--- config.mk ---
export PLATFORM = sky130hd
export DESIGN_NAME = ps2_rx_decoder
export DESIGN_NICKNAME = d
export VERILOG_FILES = /design/src/rtl/ps2_pkg.sv /design/src/rtl/ps2_rx_fifo.sv /design/src/rtl/ps2_rx_decoder.sv
export SDC_FILE = /design/constraint.sdc
export NUM_CORES = 1
export LEC_CHECK = 0
export ABC_CLOCK_PERIOD_IN_PS = 3800
export CAP_MARGIN = 20
export CORE_AREA = 4 4 126 68
export CTS_CLUSTER_SIZE = 12
export DETAILED_ROUTE_END_ITERATION = 8
export DIE_AREA = 0 0 130 72
export PLACE_DENSITY = 0.73
export SYNTH_ARGS = -nofsm -noshare
export SYNTH_HDL_FRONTEND = slang
export SYNTH_HIERARCHICAL = 1
export SYNTH_SLANG_ARGS = --single-unit
export TNS_END_PERCENT = 30
--- constraint.sdc ---
create_clock -name clk -period 3.8 [get_ports clk]
set_input_delay 0.38 -clock clk [delete_from_list [all_inputs] [get_ports clk]]
set_output_delay 0.38 -clock clk [all_outputs]
set_load 0.05 [all_outputs]
--- src/rtl/ps2_pkg.sv ---
// Shared constants, event type and frame check for the PS/2 receiver.
package ps2_pkg;

  localparam logic [7:0]  PS2_EXT_PREFIX = 8'hE0;
  localparam logic [7:0]  PS2_BRK_PREFIX = 8'hF0;
  localparam int unsigned PS2_FRAME_LEN  = 11;

  typedef struct packed {
    logic       ext;
    logic       brk;
    logic [7:0] code;
  } ps2_event_t;

  typedef enum logic [1:0] {
    ST_IDLE,
    ST_RECV,
    ST_CHECK
  } ps2_state_t;

  // Frame layout after LSB-first shifting: [0] start, [8:1] data, [9] parity, [10] stop.
  function automatic logic ps2_frame_ok(input logic [PS2_FRAME_LEN-1:0] frame);
    return !frame[0] && (^frame[9:1]) && frame[10];
  endfunction

endpackage

--- src/rtl/ps2_rx_fifo.sv ---
// First-word-fall-through event FIFO; head data reads as zero while empty.
module ps2_rx_fifo #(
  parameter int unsigned WIDTH = 10,
  parameter int unsigned DEPTH = 4
) (
  input  logic             clk,
  input  logic             reset,
  input  logic             push,
  input  logic [WIDTH-1:0] wdata,
  input  logic             pop,
  output logic [WIDTH-1:0] rdata,
  output logic             full,
  output logic             empty
);

  localparam int unsigned AW         = $clog2(DEPTH);
  localparam logic [AW:0] FULL_COUNT = (AW+1)'(DEPTH);

  logic [WIDTH-1:0] mem [DEPTH];
  logic [AW-1:0]    wr_ptr;
  logic [AW-1:0]    rd_ptr;
  logic [AW:0]      count;
  logic             do_push;
  logic             do_pop;

  assign full    = (count == FULL_COUNT);
  assign empty   = (count == '0);
  assign do_pop  = pop && !empty;
  // A pop in the same cycle frees the slot, so a push into a full FIFO still lands.
  assign do_push = push && (!full || do_pop);
  assign rdata   = empty ? '0 : mem[rd_ptr];

  // Storage write; contents need no reset because the head is masked while empty.
  always_ff @(posedge clk) begin
    if (do_push) mem[wr_ptr] <= wdata;
  end

  // Pointer and occupancy tracking.
  always_ff @(posedge clk or posedge reset) begin
    if (reset) begin
      wr_ptr <= '0;
      rd_ptr <= '0;
      count  <= '0;
    end else begin
      if (do_push) wr_ptr <= wr_ptr + AW'(1);
      if (do_pop)  rd_ptr <= rd_ptr + AW'(1);
      case ({do_push, do_pop})
        2'b10:   count <= count + (AW+1)'(1);
        2'b01:   count <= count - (AW+1)'(1);
        default: count <= count;
      endcase
    end
  end

endmodule

--- src/rtl/ps2_rx_decoder.sv ---
// PS/2 device-to-host receiver: clock filter, frame FSM, timeout, prefix folding, event FIFO.
module ps2_rx_decoder
  import ps2_pkg::*;
#(
  parameter int unsigned FILTER_LEN  = 6,
  parameter int unsigned TIMEOUT_CYC = 5000,
  parameter int unsigned FIFO_DEPTH  = 4
) (
  input  logic       clk,
  input  logic       reset,
  input  logic       keyb_clk,
  input  logic       keyb_data,
  output logic       ev_valid,
  input  logic       ev_ready,
  output logic [7:0] ev_code,
  output logic       ev_ext,
  output logic       ev_brk,
  output logic       frame_err,
  output logic       overflow
);

  localparam int unsigned HALF = FILTER_LEN / 2;
  localparam int unsigned TW   = $clog2(TIMEOUT_CYC + 1);
  localparam logic [TW-1:0] TCNT_LAST = TW'(TIMEOUT_CYC - 1);
  localparam logic [3:0]    LAST_BIT  = 4'(PS2_FRAME_LEN - 1);

  logic [FILTER_LEN-1:0]    hist;
  logic                     fall;
  ps2_state_t               state;
  logic [3:0]               bit_cnt;
  logic [PS2_FRAME_LEN-1:0] shreg;
  logic [TW-1:0]            tcnt;
  logic                     ext_pend;
  logic                     brk_pend;

  logic                     frame_ok;
  logic [7:0]               rx_byte;
  logic                     is_prefix;
  logic                     push;
  logic                     pop;
  logic                     fifo_full;
  logic                     fifo_empty;
  ps2_event_t               ev_in;
  ps2_event_t               ev_out;

  // Raw keyboard clock history, newest sample at the MSB.
  always_ff @(posedge clk or posedge reset) begin
    if (reset) hist <= '1;
    else       hist <= {keyb_clk, hist[FILTER_LEN-1:1]};
  end

  assign fall = (hist[FILTER_LEN-1:HALF] == '0) && (hist[HALF-1:0] == '1);

  assign frame_ok  = ps2_frame_ok(shreg);
  assign rx_byte   = shreg[8:1];
  assign is_prefix = (rx_byte == PS2_EXT_PREFIX) || (rx_byte == PS2_BRK_PREFIX);
  assign push      = (state == ST_CHECK) && frame_ok && !is_prefix;
  assign pop       = ev_valid && ev_ready;
  assign ev_in     = '{ext: ext_pend, brk: brk_pend, code: rx_byte};

  // Frame reception, timeout abort and prefix folding; error pulses are registered.
  always_ff @(posedge clk or posedge reset) begin
    if (reset) begin
      state     <= ST_IDLE;
      bit_cnt   <= '0;
      shreg     <= '0;
      tcnt      <= '0;
      ext_pend  <= 1'b0;
      brk_pend  <= 1'b0;
      frame_err <= 1'b0;
      overflow  <= 1'b0;
    end else begin
      frame_err <= 1'b0;
      overflow  <= 1'b0;
      case (state)
        ST_IDLE: begin
          tcnt <= '0;
          if (fall && !keyb_data) begin
            shreg   <= {keyb_data, shreg[PS2_FRAME_LEN-1:1]};
            bit_cnt <= 4'd1;
            state   <= ST_RECV;
          end
        end
        ST_RECV: begin
          if (fall) begin
            shreg   <= {keyb_data, shreg[PS2_FRAME_LEN-1:1]};
            bit_cnt <= bit_cnt + 4'd1;
            tcnt    <= '0;
            if (bit_cnt == LAST_BIT) state <= ST_CHECK;
          end else if (tcnt == TCNT_LAST) begin
            frame_err <= 1'b1;
            ext_pend  <= 1'b0;
            brk_pend  <= 1'b0;
            tcnt      <= '0;
            state     <= ST_IDLE;
          end else begin
            tcnt <= tcnt + TW'(1);
          end
        end
        ST_CHECK: begin
          state <= ST_IDLE;
          tcnt  <= '0;
          if (!frame_ok) begin
            frame_err <= 1'b1;
            ext_pend  <= 1'b0;
            brk_pend  <= 1'b0;
          end else if (rx_byte == PS2_EXT_PREFIX) begin
            ext_pend <= 1'b1;
          end else if (rx_byte == PS2_BRK_PREFIX) begin
            brk_pend <= 1'b1;
          end else begin
            ext_pend <= 1'b0;
            brk_pend <= 1'b0;
            if (fifo_full && !pop) overflow <= 1'b1;
          end
        end
        default: state <= ST_IDLE;
      endcase
    end
  end

  ps2_rx_fifo #(
    .WIDTH($bits(ps2_event_t)),
    .DEPTH(FIFO_DEPTH)
  ) u_fifo (
    .clk   (clk),
    .reset (reset),
    .push  (push),
    .wdata (ev_in),
    .pop   (pop),
    .rdata (ev_out),
    .full  (fifo_full),
    .empty (fifo_empty)
  );

  assign ev_valid = !fifo_empty;
  assign ev_code  = ev_out.code;
  assign ev_ext   = ev_out.ext;
  assign ev_brk   = ev_out.brk;

endmodule
==> results.sh <==
export IMPL_status="finished, final reports clean"
export IMPL_leakagePower_nw=1.883
export IMPL_cap_violations=0
export IMPL_grt_overflow=0
export IMPL_ios=18
export IMPL_period_minus_slack_ns=3.142
export IMPL_critPathLaunchType="flip-flop"
export IMPL_synth_async_reset_ratio=0.5402
export IMPL_coreArea_um2=7597
export IMPL_htreeDepth=3
export IMPL_synth_flop_cell="dfrtp_1"
export IMPL_utilization=0.6138
export IMPL_max_slew_margin=0.4892
export IMPL_dpl_hpwl_um=5332
export IMPL_dieWidth_um=130
export IMPL_dp_cells=423
export IMPL_path_clk_slew_ns=0.06
export IMPL_ir_drop_v=0.0003450
export IMPL_grt_pass1_wl_um=12590
export IMPL_antenna_left=0
export IMPL_reg2reg_from="shreg[3]$_DFFE_PP0P_"
export IMPL_arrival_ns=3.42
export IMPL_cts_setup_buffers=0
export IMPL_wl_um=7601
export IMPL_critPathMaxFanout=11
export IMPL_layout_nets=356
export IMPL_crit_required_ns=4.08
export IMPL_io_buffers=17
export IMPL_area_growth_pct=13.91
export IMPL_final_setup_viol_count=0
export IMPL_clock_fmax_mhz=318.3
export IMPL_yosysWarnings=6
export IMPL_synth_area_um2=4094
export IMPL_cts_buffers=9
export IMPL_wl_per_cell_um=17.31
export IMPL_cp_slowest_stage_delay_ns=0.54
export IMPL_std_cell_rows=23
export IMPL_place_gp_congestion=0.7609
export IMPL_reg2reg_slack_ns=0.66
export IMPL_slowest_stage="or4_2"
export IMPL_crit_chain="inv_1 -> ha_1 -> xnor3_1 -> xnor2_1 -> nor3_1 -> and2_1 -> or2_2 -> fa_1 -> nand2_1 -> or4_2 -> nand3_1"
export IMPL_initial_core_util=0.5389
export IMPL_vias=2412
export IMPL_setup_slack_ns=0.6581
export IMPL_die_area_um2=9360
export IMPL_rsz0062_at_grt="no"
export IMPL_clock_path_buffers=2
export IMPL_tritoncts="built"
export IMPL_syn_nets=335
export IMPL_drtIter0Drc=263
export IMPL_synthCells=313
export IMPL_layout_cells_non_filler=439
export IMPL_final_layout_size_suffix_gt1_frac=0.1652
export IMPL_fin_crit_sh=0.8268
export IMPL_fin_skew_ns=0.007050
export IMPL_crit_type="flip-flop to flip-flop"
export IMPL_synth_edff_count=40
export IMPL_layout_common_cells="dfrtp_1, edfxtp_1, inv_1, nand2_1, nor2_1"
export IMPL_setup_tns_ns=0
export IMPL_p_per_area_nw_per_um2=696.4
export IMPL_min_path_type="input port to async pin"
export IMPL_clock_latency_ns=0.34
export IMPL_die_y_um=72
export IMPL_clock_sinks=87
export IMPL_grt_use_total=0.1831
export IMPL_end_kind="flip-flop"
export IMPL_layout_commonest_cell="dfrtp_1"
export IMPL_via_per_inst=5.494
export IMPL_worstMarginPinSlew_ns=0.7661
export IMPL_grt_pass1_vias=2355
export IMPL_drc=0
export IMPL_startpoint="shreg[3]$_DFFE_PP0P_"
export IMPL_grt_start_max_net_pins=38
export IMPL_ys_ff_latch=87
export IMPL_hold_viol=0
export IMPL_hold_buffers=0
export IMPL_crit_family="simple AND/OR/NAND/NOR gates"
export IMPL_drv_slew=0
export IMPL_ctsRootBufferMaster="clkbuf_16"
export IMPL_yosysSeqAreaShare=0.5825
export IMPL_synthDistinctLibCells=62
export IMPL_syn_avg_cell_area_um2=13.08
export IMPL_n_antenna_cell=0
export IMPL_first_pass_iters=5
export IMPL_critPathBufInv=1
export IMPL_pre_cts_ws_ns=0.6878
export IMPL_cts_resized=0
export IMPL_antenna_found_initial=0
## cells by family (layout without fill, tap and decap cells)
logic type / count (synthesis) / after routing / share of synthesized area
compound gates: 36 / 36 / 0.06143
xor+xnor: 17 / 17 / 0.03973
fa+ha+maj: 17 / 17 / 0.05379
buf+inv: 33 / 59 / 0.03637
flops: 87 / 87 / 0.5825
mux: 23 / 23 / 0.09169
simple gates: 100 / 100 / 0.1345
## final timing paths
check	to	cells after the start
setup / recovery	u_fifo/count[2]$_DFFE_PP0P_	11
hold / removal	overflow$_DFF_PP0_	2
setup reg to reg	u_fifo/count[2]$_DFFE_PP0P_	11
hold reg to reg	hist[2]$_DFF_PP1_	0
max in group asynchronous	hist[5]$_DFF_PP1_	3
min in group clk	hist[2]$_DFF_PP1_	0
## cell usage after synthesis, types with 3 or more instances
library cell  instances  share of area
and2_2                4         0.0073
inv_1                24          0.022
and3_1                5         0.0076
clkbuf_1              3         0.0028
mux2_2                7          0.019
nand3_1               9          0.011
dfstp_2               6          0.039
nor2_1               21          0.019
xor2_1                7          0.015
and2_1               11          0.017
nand2b_1              5         0.0076
edfxtp_1             40           0.29
ha_1                 16          0.049
xnor2_1               9          0.019
nor3_1                4         0.0049
a21oi_1               4         0.0049
dfrtp_1              41           0.25
o21ai_0              12          0.015
mux4_2               10          0.055
nand2_1              22          0.020
mux2i_1               3         0.0073
## routing by layer
metal | part of all wire | vias to the layer above | GRT usage
met2 | 0.42 | 61 | 0.2481
met3 | 0.068 | 13 | 0.06176
li1 | - | 1147 | -
met1 | 0.50 | 1191 | 0.2796
met4 | 0.014 | 0 | 0.05645
met5 | 0 | - | 0
## report_power, final
part / total, mW / switching (mW) / internal (mW)
sequential: 1.25 / 0.157 / 1.09
clock: 0.928 / 0.337 / 0.591
combinational: 1.07 / 0.611 / 0.458
total: 3.25 / 1.11 / 2.14
## cell type report
class,instances,area (µm²)
clock buffers,12,246.5
clock inverters,4,71.32
fillers,580,2934
inverters,24,90.09
multi-input cells,193,1560
flip-flops and latches,87,2385
well taps,100,125.1
repair buffers,19,185.2
## stage by stage
step	hold slack [ns]	instance area, µm²	power (mW)
final	0.2429	4663	3.247
after global routing	0.2526	4663	3.436
after CTS	0.2369	4663	3.284
after detailed placement	0.3553	4345	2.339
after global placement	0.3542	4345	2.300
after floorplan	0.1834	4094	2.055
## registers in the layout, indices dropped and copies added, names as in the netlist
register and count:
bit_cnt 4, brk_pend 1, ext_pend 1, frame_err 1, hist 6, overflow 1, shreg 11, state 2
tcnt 13, u_fifo/count 3, u_fifo/mem 40, u_fifo/rd_ptr 2, u_fifo/wr_ptr 2
## worst reg2reg max path, stage by stage (launching register included)
cell and delay (ns):
dfrtp_1 0.43, inv_1 0.08, ha_1 0.31, xnor3_1 0.35, xnor2_1 0.16, nor3_1 0.22, and2_1 0.41, or2_2 0.20
fa_1 0.20, nand2_1 0.09, or4_2 0.54, nand3_1 0.10
(Power assumes the default switching activity.)
